<file path="src/rtl/ext_defs.sv">
// Shared definitions for the extension pipeline: op codes, default widths
// and the width-legality macro used by the elaboration checks.
`ifndef EXT_DEFS_SV
`define EXT_DEFS_SV

`define EXT_WIDTH_OK(dw, iw) ((((dw) == 32) || ((dw) == 64)) && ((iw) < (dw)))

package ext_defs;

  localparam int EXT_DATA_W_DEF = 32;
  localparam int EXT_IMM_W_DEF  = 16;

  localparam logic [3:0] EXT_NONE = 4'd0;
  localparam logic [3:0] EXT_SEXT = 4'd1;
  localparam logic [3:0] EXT_ZEXT = 4'd2;
  localparam logic [3:0] EXT_HIGH = 4'd3;
  localparam logic [3:0] EXT_LB   = 4'd4;
  localparam logic [3:0] EXT_LBU  = 4'd5;
  localparam logic [3:0] EXT_LH   = 4'd6;
  localparam logic [3:0] EXT_LHU  = 4'd7;
  localparam logic [3:0] EXT_LW   = 4'd8;
  localparam logic [3:0] EXT_LD   = 4'd9;

endpackage

`endif

</file>
<file path="src/rtl/ext_core.sv">
// Combinational extender: immediate sign/zero/upper forms and load-data
// sub-word extraction with alignment fault detection.
module ext_core
  import ext_defs::*;
#(
  parameter int DATA_W = EXT_DATA_W_DEF,
  parameter int IMM_W  = EXT_IMM_W_DEF
) (
  input  logic [3:0]                     op,
  input  logic [IMM_W-1:0]               imm,
  input  logic [DATA_W-1:0]              rdata,
  input  logic [$clog2(DATA_W/8)-1:0]    addr_lo,
  output logic [DATA_W-1:0]              value,
  output logic                           fault
);

  localparam int OFF_W = $clog2(DATA_W/8);
  // MIPS64 lui sign-fills above the shifted immediate; 32-bit zero-fills.
  localparam bit HIGH_SEXT = (DATA_W == 64);

  logic [OFF_W+2:0] shamt;
  logic [7:0]       byte_v;
  logic [15:0]      half_v;
  logic [31:0]      word_v;

  assign shamt  = {addr_lo, 3'b000};
  assign byte_v = 8'(rdata >> shamt);
  assign half_v = 16'(rdata >> shamt);
  assign word_v = 32'(rdata >> shamt);

  always_comb begin
    value = '0;
    fault = 1'b0;
    case (op)
      EXT_SEXT: value = DATA_W'($signed(imm));
      EXT_ZEXT: value = DATA_W'(imm);
      EXT_HIGH: value = HIGH_SEXT ? (DATA_W'($signed(imm)) << 16)
                                  : (DATA_W'(imm) << 16);
      EXT_LB:   value = DATA_W'($signed(byte_v));
      EXT_LBU:  value = DATA_W'(byte_v);
      EXT_LH, EXT_LHU: begin
        if (addr_lo[0]) begin
          fault = 1'b1;
        end else if (op == EXT_LH) begin
          value = DATA_W'($signed(half_v));
        end else begin
          value = DATA_W'(half_v);
        end
      end
      EXT_LW: begin
        if (addr_lo[1:0] != 2'b00) begin
          fault = 1'b1;
        end else begin
          value = DATA_W'($signed(word_v));
        end
      end
      EXT_LD: begin
        // A full-word load only exists on the 64-bit datapath.
        if ((DATA_W == 32) || (addr_lo != '0)) begin
          fault = 1'b1;
        end else begin
          value = rdata;
        end
      end
      default: value = '0;
    endcase
  end

endmodule

</file>
<file path="src/rtl/ext_pipe_unit.sv">
// Pipelined extender: ext_core followed by STAGES register stages with
// valid, stall and flush control; latency equals STAGES.
module ext_pipe_unit
  import ext_defs::*;
#(
  parameter int DATA_W = EXT_DATA_W_DEF,
  parameter int IMM_W  = EXT_IMM_W_DEF,
  parameter int STAGES = 1
) (
  input  logic                           clk,
  input  logic                           rst_n,
  input  logic                           in_valid,
  input  logic                           stall,
  input  logic                           flush,
  input  logic [3:0]                     op,
  input  logic [IMM_W-1:0]               imm,
  input  logic [DATA_W-1:0]              rdata,
  input  logic [$clog2(DATA_W/8)-1:0]    addr_lo,
  output logic                           out_valid,
  output logic [DATA_W-1:0]              result,
  output logic                           misalign
);

  if ((STAGES < 1) || (STAGES > 3) || !(`EXT_WIDTH_OK(DATA_W, IMM_W))) begin : g_param_err
    $error("ext_pipe_unit: illegal parameters DATA_W=%0d IMM_W=%0d STAGES=%0d",
           DATA_W, IMM_W, STAGES);
  end

  logic [DATA_W-1:0] core_value;
  logic              core_fault;

  ext_core #(
    .DATA_W (DATA_W),
    .IMM_W  (IMM_W)
  ) u_core (
    .op      (op),
    .imm     (imm),
    .rdata   (rdata),
    .addr_lo (addr_lo),
    .value   (core_value),
    .fault   (core_fault)
  );

  for (genvar k = 0; k < STAGES; k++) begin : g_stage
    logic              v_d;
    logic              f_d;
    logic [DATA_W-1:0] r_d;
    logic              v_q;
    logic              f_q;
    logic [DATA_W-1:0] r_q;

    if (k == 0) begin : g_src
      assign v_d = in_valid;
      assign f_d = core_fault;
      assign r_d = core_value;
    end else begin : g_src
      assign v_d = g_stage[k-1].v_q;
      assign f_d = g_stage[k-1].f_q;
      assign r_d = g_stage[k-1].r_q;
    end

    // Flush only kills valid bits; data may go stale behind a cleared valid.
    always_ff @(posedge clk or negedge rst_n) begin
      if (!rst_n) begin
        v_q <= 1'b0;
        f_q <= 1'b0;
        r_q <= '0;
      end else if (flush) begin
        v_q <= 1'b0;
      end else if (!stall) begin
        v_q <= v_d;
        f_q <= f_d;
        r_q <= r_d;
      end
    end
  end

  assign out_valid = g_stage[STAGES-1].v_q;
  assign result    = g_stage[STAGES-1].r_q;
  assign misalign  = g_stage[STAGES-1].v_q & g_stage[STAGES-1].f_q;

endmodule

</file>
<file path="config.mk">
export PLATFORM = sky130hd
export DESIGN_NAME = ext_pipe_unit
export DESIGN_NICKNAME = d
export VERILOG_FILES = /design/src/rtl/ext_defs.sv /design/src/rtl/ext_core.sv /design/src/rtl/ext_pipe_unit.sv
export SDC_FILE = /design/constraint.sdc
export NUM_CORES = 1
export LEC_CHECK = 0
export CAP_MARGIN = 10
export CELL_PAD_IN_SITES_DETAIL_PLACEMENT = 1
export CELL_PAD_IN_SITES_GLOBAL_PLACEMENT = 2
export CORE_ASPECT_RATIO = 0.6
export CORE_UTILIZATION = 24
export DETAILED_ROUTE_END_ITERATION = 16
export PLACE_DENSITY = 0.82
export SYNTH_ARGS = -nofsm -noshare
export SYNTH_HDL_FRONTEND = slang
export SYNTH_SLANG_ARGS = --single-unit
</file>
<file path="constraint.sdc">
create_clock -name clk -period 1.05 [get_ports clk]
set_input_delay 0.2625 -clock clk [delete_from_list [all_inputs] [get_ports clk]]
set_output_delay 0.2625 -clock clk [all_outputs]
set_load 0.02 [all_outputs]
</file>
# ---- Word-level counts from Yosys, hierarchy flattened
# Cells that the tools add are included.
dict set report totals {
  n_memories 0
  wordCells 29
  out_inout_bits 34
  ff_bits 34
  input_bits 59
  latchBits 0
  ramBits 0
  romBits 0
}
dict set report classes {
  n_mux 9
  shift 1
  n_reduce_logical 3
  mul 0
  addsub 0
  div_mod_pow 0
  eq_ne 10
  magnitude_cmp 0
  n_bitwise 3
}
# cell count
set ops {}
lappend ops {{case mux 32 bit (7 select lines)} 1}
lappend ops {{two-way mux 32 bit} 3}
lappend ops {{>> shifter 32 x 5 -> 32 bit} 1}
lappend ops {{equality test 4 x 3 -> 1 bit (second input constant)} 4}
lappend ops {{equality test 4 x 2 -> 1 bit (second input constant)} 2}
lappend ops {{equality test 4 bit (second input constant)} 2}
lappend ops {{equality test 4 x 1 -> 1 bit (second input constant)} 1}
lappend ops {{two-way mux 1 bit} 4}
lappend ops {{case mux 1 bit (3 select lines)} 1}
lappend ops {{inequality test 2 x 1 -> 1 bit (second input constant)} 1}
lappend ops {{NOT 1 bit} 2}
lappend ops {{AND reduction 2 bit} 1}
lappend ops {{nonzero test 2 bit} 1}
lappend ops {{OR reduction 2 bit} 1}
lappend ops {{AND 1 bit} 1}

# ---- Logic depth before layout (Yosys ltp)
dict set report depth {
  depth_word 4
  mapped_depth 7
  depth_no_buf 4
}

# ---- Modules after synthesis
# From an unflattened synthesis, not the netlist that was laid out.
dict set report unflattened {
  cells_unflattened 194
  area_unflattened_um2 2192.1
}
# module n_inst cells_per_inst area_each_um2
set by_module_without_submodules {}
lappend by_module_without_submodules {ext_pipe_unit 1 74 1295.0}
lappend by_module_without_submodules {ext_core 1 120 897.1}

# ---- Least setup slack after synthesis
# No wires, ideal clock.
dict set report synth_timing {
  path_type {input-to-reg}
  from {input op[1]}
  to {register g_stage[0].r_q[3] (netlist: result[3])}
  stages 7
  slack_ns -0.682
  arrival_time_ns 1.665
  setup_time_ns 0.066
  path_cell_list {buf_2 > o31a_1 > or3_1 > buf_6 > buf_6 > a2111oi_2 > a221o_1}
}
dict set report synth_via {
  elab_chain_cells 3
}
# element line_no
set synth_rtl {}
lappend synth_rtl {{start: declaration} ext_pipe_unit.sv:15} ;# input logic [3:0] op,
lappend synth_rtl {{equality test 4 x 3 -> 1 bit} ext_core.sv:34} ;# case (op)
lappend synth_rtl {{OR reduction 2 bit} ext_core.sv:34}
lappend synth_rtl {{case mux 32 bit (7 select lines) (*)} ext_core.sv:34}
lappend synth_rtl {{end signal: assignment} ext_pipe_unit.sv:73} ;# r_q <= r_d;
lappend synth_rtl {{end: declaration} ext_pipe_unit.sv:50} ;# logic [DATA_W-1:0] r_q;
# Mark *: on every way between the ends. The rest lies on a longest branch, timed or not.
# A chain may end at the register's enable or synchronous reset.

# ---- Final worst setup path
dict set report layout_timing {
  from {input op[0]}
  to {register g_stage[0].r_q[23] (netlist: result[23])}
}
dict set report layout_via {
  elab_chain_cells 4
}
# element line_no
set layout_rtl {}
lappend layout_rtl {{equality test 4 x 3 -> 1 bit} {ext_core.sv:34, ext_core.sv:44}}
lappend layout_rtl {{two-way mux 32 bit} ext_core.sv:44} ;# end else if (op == EXT_LH) begin
lappend layout_rtl {{two-way mux 32 bit} ext_core.sv:42} ;# if (addr_lo[0]) begin
lappend layout_rtl {{case mux 32 bit (7 select lines) (*)} ext_core.sv:34}
# Marks and branches as above.

==> metrics.md <==
| Metric | Value |
|---|---|
| Starting Density | `25.4%` |
| Multiplexer share of the synthesized area | `about a tenth` |
| Slew HR | `about three quarters` |
| Drt first pass iters | `5` |
| Post-Layout Cell Count | `489` |
| First-pass GRT wire length | `between 15000 and 20000 um` |
| Adder-cell area share of the yosys netlist | `0%` |
| Post-synth EDFFs | `0` |
| CTS Root Buffer Type | `clkbuf_16` |
| Minimum clock period | `approximately 1500 ps` |
| Vias in the first global route | `between 2000 and 3000` |
| Hold Vio Cnt, Final | `0` |
| Die area | `8930 um^2` |
| Period utilisation layout | `144%` |
| CP arrival | `around 1700 ps` |
| Unrepaired setup endpoints after global routing | `true` |
| Drt wl/cell | `20.7 um` |
| CTS tree | `done` |
| Actual slew at the worst max-slew pin | `around 390 ps` |
| Iteration-0 DRC Markers | `~180` |
| Die width | `121 um` |
| P per Cell Area | `1030 nW/um^2` |
| DP HPWL | `around 6600 um` |
| Post-route DRC violation count | `0` |
| Share of layout cells above drive strength 1 | `about half` |
| Max Cap Viol | `0` |
| Setup Skew | `0 ps` |
| Synth Area in Compound Gates | `29.2%` |
| Cell Chain, Critical Path | `buf_6 -> o31a_1 -> or3_4 -> buf_6 -> a31o_4 -> o211ai_1` |
| CP Class | `in -> reg` |
| Total congestion overflow | `0` |
| Synth Cell Area | `2050 um^2` |
| HP Class | `in -> reg` |
| I/O Buffers | `92` |
| Commonest non-fill, non-tap cell in the layout | `buf_4` |
| Worst path most repeated cell | `buf_6` |
| GRT Overall Usage | `22.6%` |
| Largest net degree at the start of global routing | `35` |
| Avg Inst Size Synth | `approximately 10 um^2` |
| Clock Sinks | `34` |
| VDD IR-drop max | `0.682 mV` |
| Vias | `2512` |
| Max Fclk | `660 MHz` |
| Main flop type after synthesis | `dfrtp_1` |
| Vias/cell | `5.14` |
| # setup viols final | `67` |
| Initial antenna violation count | `0` |
| CP Launch Type | `input port` |
| Clock-pin slew on the worst setup and hold paths | `60 ps` |
| Syn. warnings | `0` |
| Status | `complete, but fails checks` |
| Netlist cell types | `36` |
| DR WL met2 | `4550 um` |
| Post-DRT Antenna Nets | `0` |
| # nets final | `439` |
| Core area | `8070 um^2` |
| TritonCTS buffer count | `5` |
| Met3 Wirelength | `721 um` |
| Worst skew pair latency | `280 ps` |
| Commonest non-fill, non-tap cells in the layout | `buf_4, buf_6, clkdlybuf4s50_1, dfrtp_1, nand2_1` |
| Placed insts | `451` |
| Post-Place Setup Slack | `-1290 ps` |
| Leak | `0.00185 uW` |
| Synth-to-Final Area Change | `109%` |
| Largest stage delay on the critical path | `470 ps` |
| Net count after synthesis | `264` |
| CP required | `1240 ps` |
| N_diodes | `0` |
| Register area share after synthesis | `41.5%` |
| Async SR Flop Fraction | `100%` |
| # rows | `25` |
| Crit-path max FO | `8` |
| WL met1 | `4720 um` |
| Clock Tree Buf Depth | `2` |
| Hold Slack | `134 ps` |
| Gpl congestion | `around 0.8` |
| Largest family of logic cells by synthesized area | `compound AO/OA/AOI/OAI gates` |
| Die height | `73.6 um` |
| CP endpoint kind | `flop` |
| Synthesized instance count | `205` |
| Final setup margin | `-465 ps` |
| Routed WL | `10100 um` |
| Synthesis-stage register bit count | `34` |
| Simple-gate area share of the yosys netlist | `14.2%` |
| # IOs | `93` |
| DR top layer | `met4` |
| XOR/XNOR Fraction of Synth Area | `0.427%` |
| Failing checks | `setup timing` |
| Pins over their slew limit | `0` |
| CP max stage cell | `or3_4` |
| Htree depth | `2` |
[path summary, 6_finish.rpt]
kind	cells after the start	start	to	slack, ps
setup / recovery	6	op[0]	result[23]$_DFFE_PN0P_	-460
hold / removal	2	flush	out_valid$_DFFE_PN0P_	130
setup reg to reg	3	result[1]$_DFFE_PN0P_	result[1]$_DFFE_PN0P_	-30
hold reg to reg	2	result[16]$_DFFE_PN0P_	result[16]$_DFFE_PN0P_	550
max in group asynchronous	3	rst_n	result[8]$_DFFE_PN0P_	380
min in group asynchronous	3	rst_n	result[0]$_DFFE_PN0P_	470
[through the flow]
step	total power (uW)	cell area (um^2)	setup TNS, ps	utilization (%)
final	4420	4290	-15190	53.1
after global routing	4590	4290	-17030	53.1
after CTS	4340	4130	-13670	51.2
after detailed placement	2660	3630	-45180	44.9
after global placement	2630	3630	-43810	44.9
after floorplan	1930	2200	-17880	-
[cells in the mapped netlist (2+ instances only)]
| library cell | n | area share (%) |
|---|---|---|
| and2_1 | 2 | 0.61 |
| buf_6 | 2 | 1.1 |
| nor2_1 | 14 | 2.6 |
| o211ai_1 | 15 | 5.5 |
| mux2i_1 | 8 | 3.9 |
| clkbuf_1 | 10 | 1.8 |
| a22oi_1 | 16 | 5.9 |
| a31oi_1 | 2 | 0.61 |
| buf_2 | 9 | 2.2 |
| nand3_1 | 12 | 2.9 |
| nor2b_1 | 3 | 0.92 |
| a21oi_1 | 11 | 2.7 |
| a2111oi_0 | 3 | 1.3 |
| a2111oi_2 | 4 | 2.9 |
| a221o_1 | 16 | 7.8 |
| dfrtp_1 | 34 | 42 |
| a21o_1 | 2 | 0.73 |
| nand2_1 | 17 | 3.1 |
| o21ai_1 | 2 | 0.49 |
| mux2_2 | 7 | 3.8 |
[per-layer routing]
layer  vias to the layer above  track usage (%)
li1                       1155                -
met1                      1231             30.7
met2                       110             36.9
met3                        16             4.43
met4                         0             5.90
met5                         -                0
[critical path: cells and delay by family]
kind | cells | cell delay [ps]
AOI/OAI and AO/OA | 3 | 720
buffers and inverters | 2 | 250
and+or+nand+nor | 1 | 470
[report_power, final]
group          switching [uW]  total, uW  leakage, uW  internal, uW
Combinational             638       1400      0.00132           765
Sequential               77.0       1480     0.000465          1400
Clock                     599       1540    0.0000729           940
Total                    1310       4420      0.00185          3100
[what timing repair did]
action,4_1_cts,5_1_grt
resized for setup,287,19
pin swaps,17,10
setup endpoints to repair,67,67
hold endpoints to repair,34,0
gates cloned,1,2
hold buffers,1,0
buffers inserted,19,9
[registers in the layout (all words and copies together) (netlist names)]
signal,flops
result,32
g_stage.f_q,1
out_valid,1
[cells by family (layout without fill, tap and decap cells)]
kind of cell	after synthesis	after routing
buf+inv	22	196
flops	34	34
compound gates	74	75
simple gates	57	58
mux	17	17
xor+xnor	1	1
[cell type report]
type,instances,area (um^2)
Timing Repair Buffer,187,1780
Clock inverter,2,12.5
Multi-Input combinational cell,151,1370
Fill cell,892,3780
Sequential cell,34,851
Inverter,1,3.75
Clock buffer,6,139
Tap cell,108,135
(Power assumes the default switching activity.)
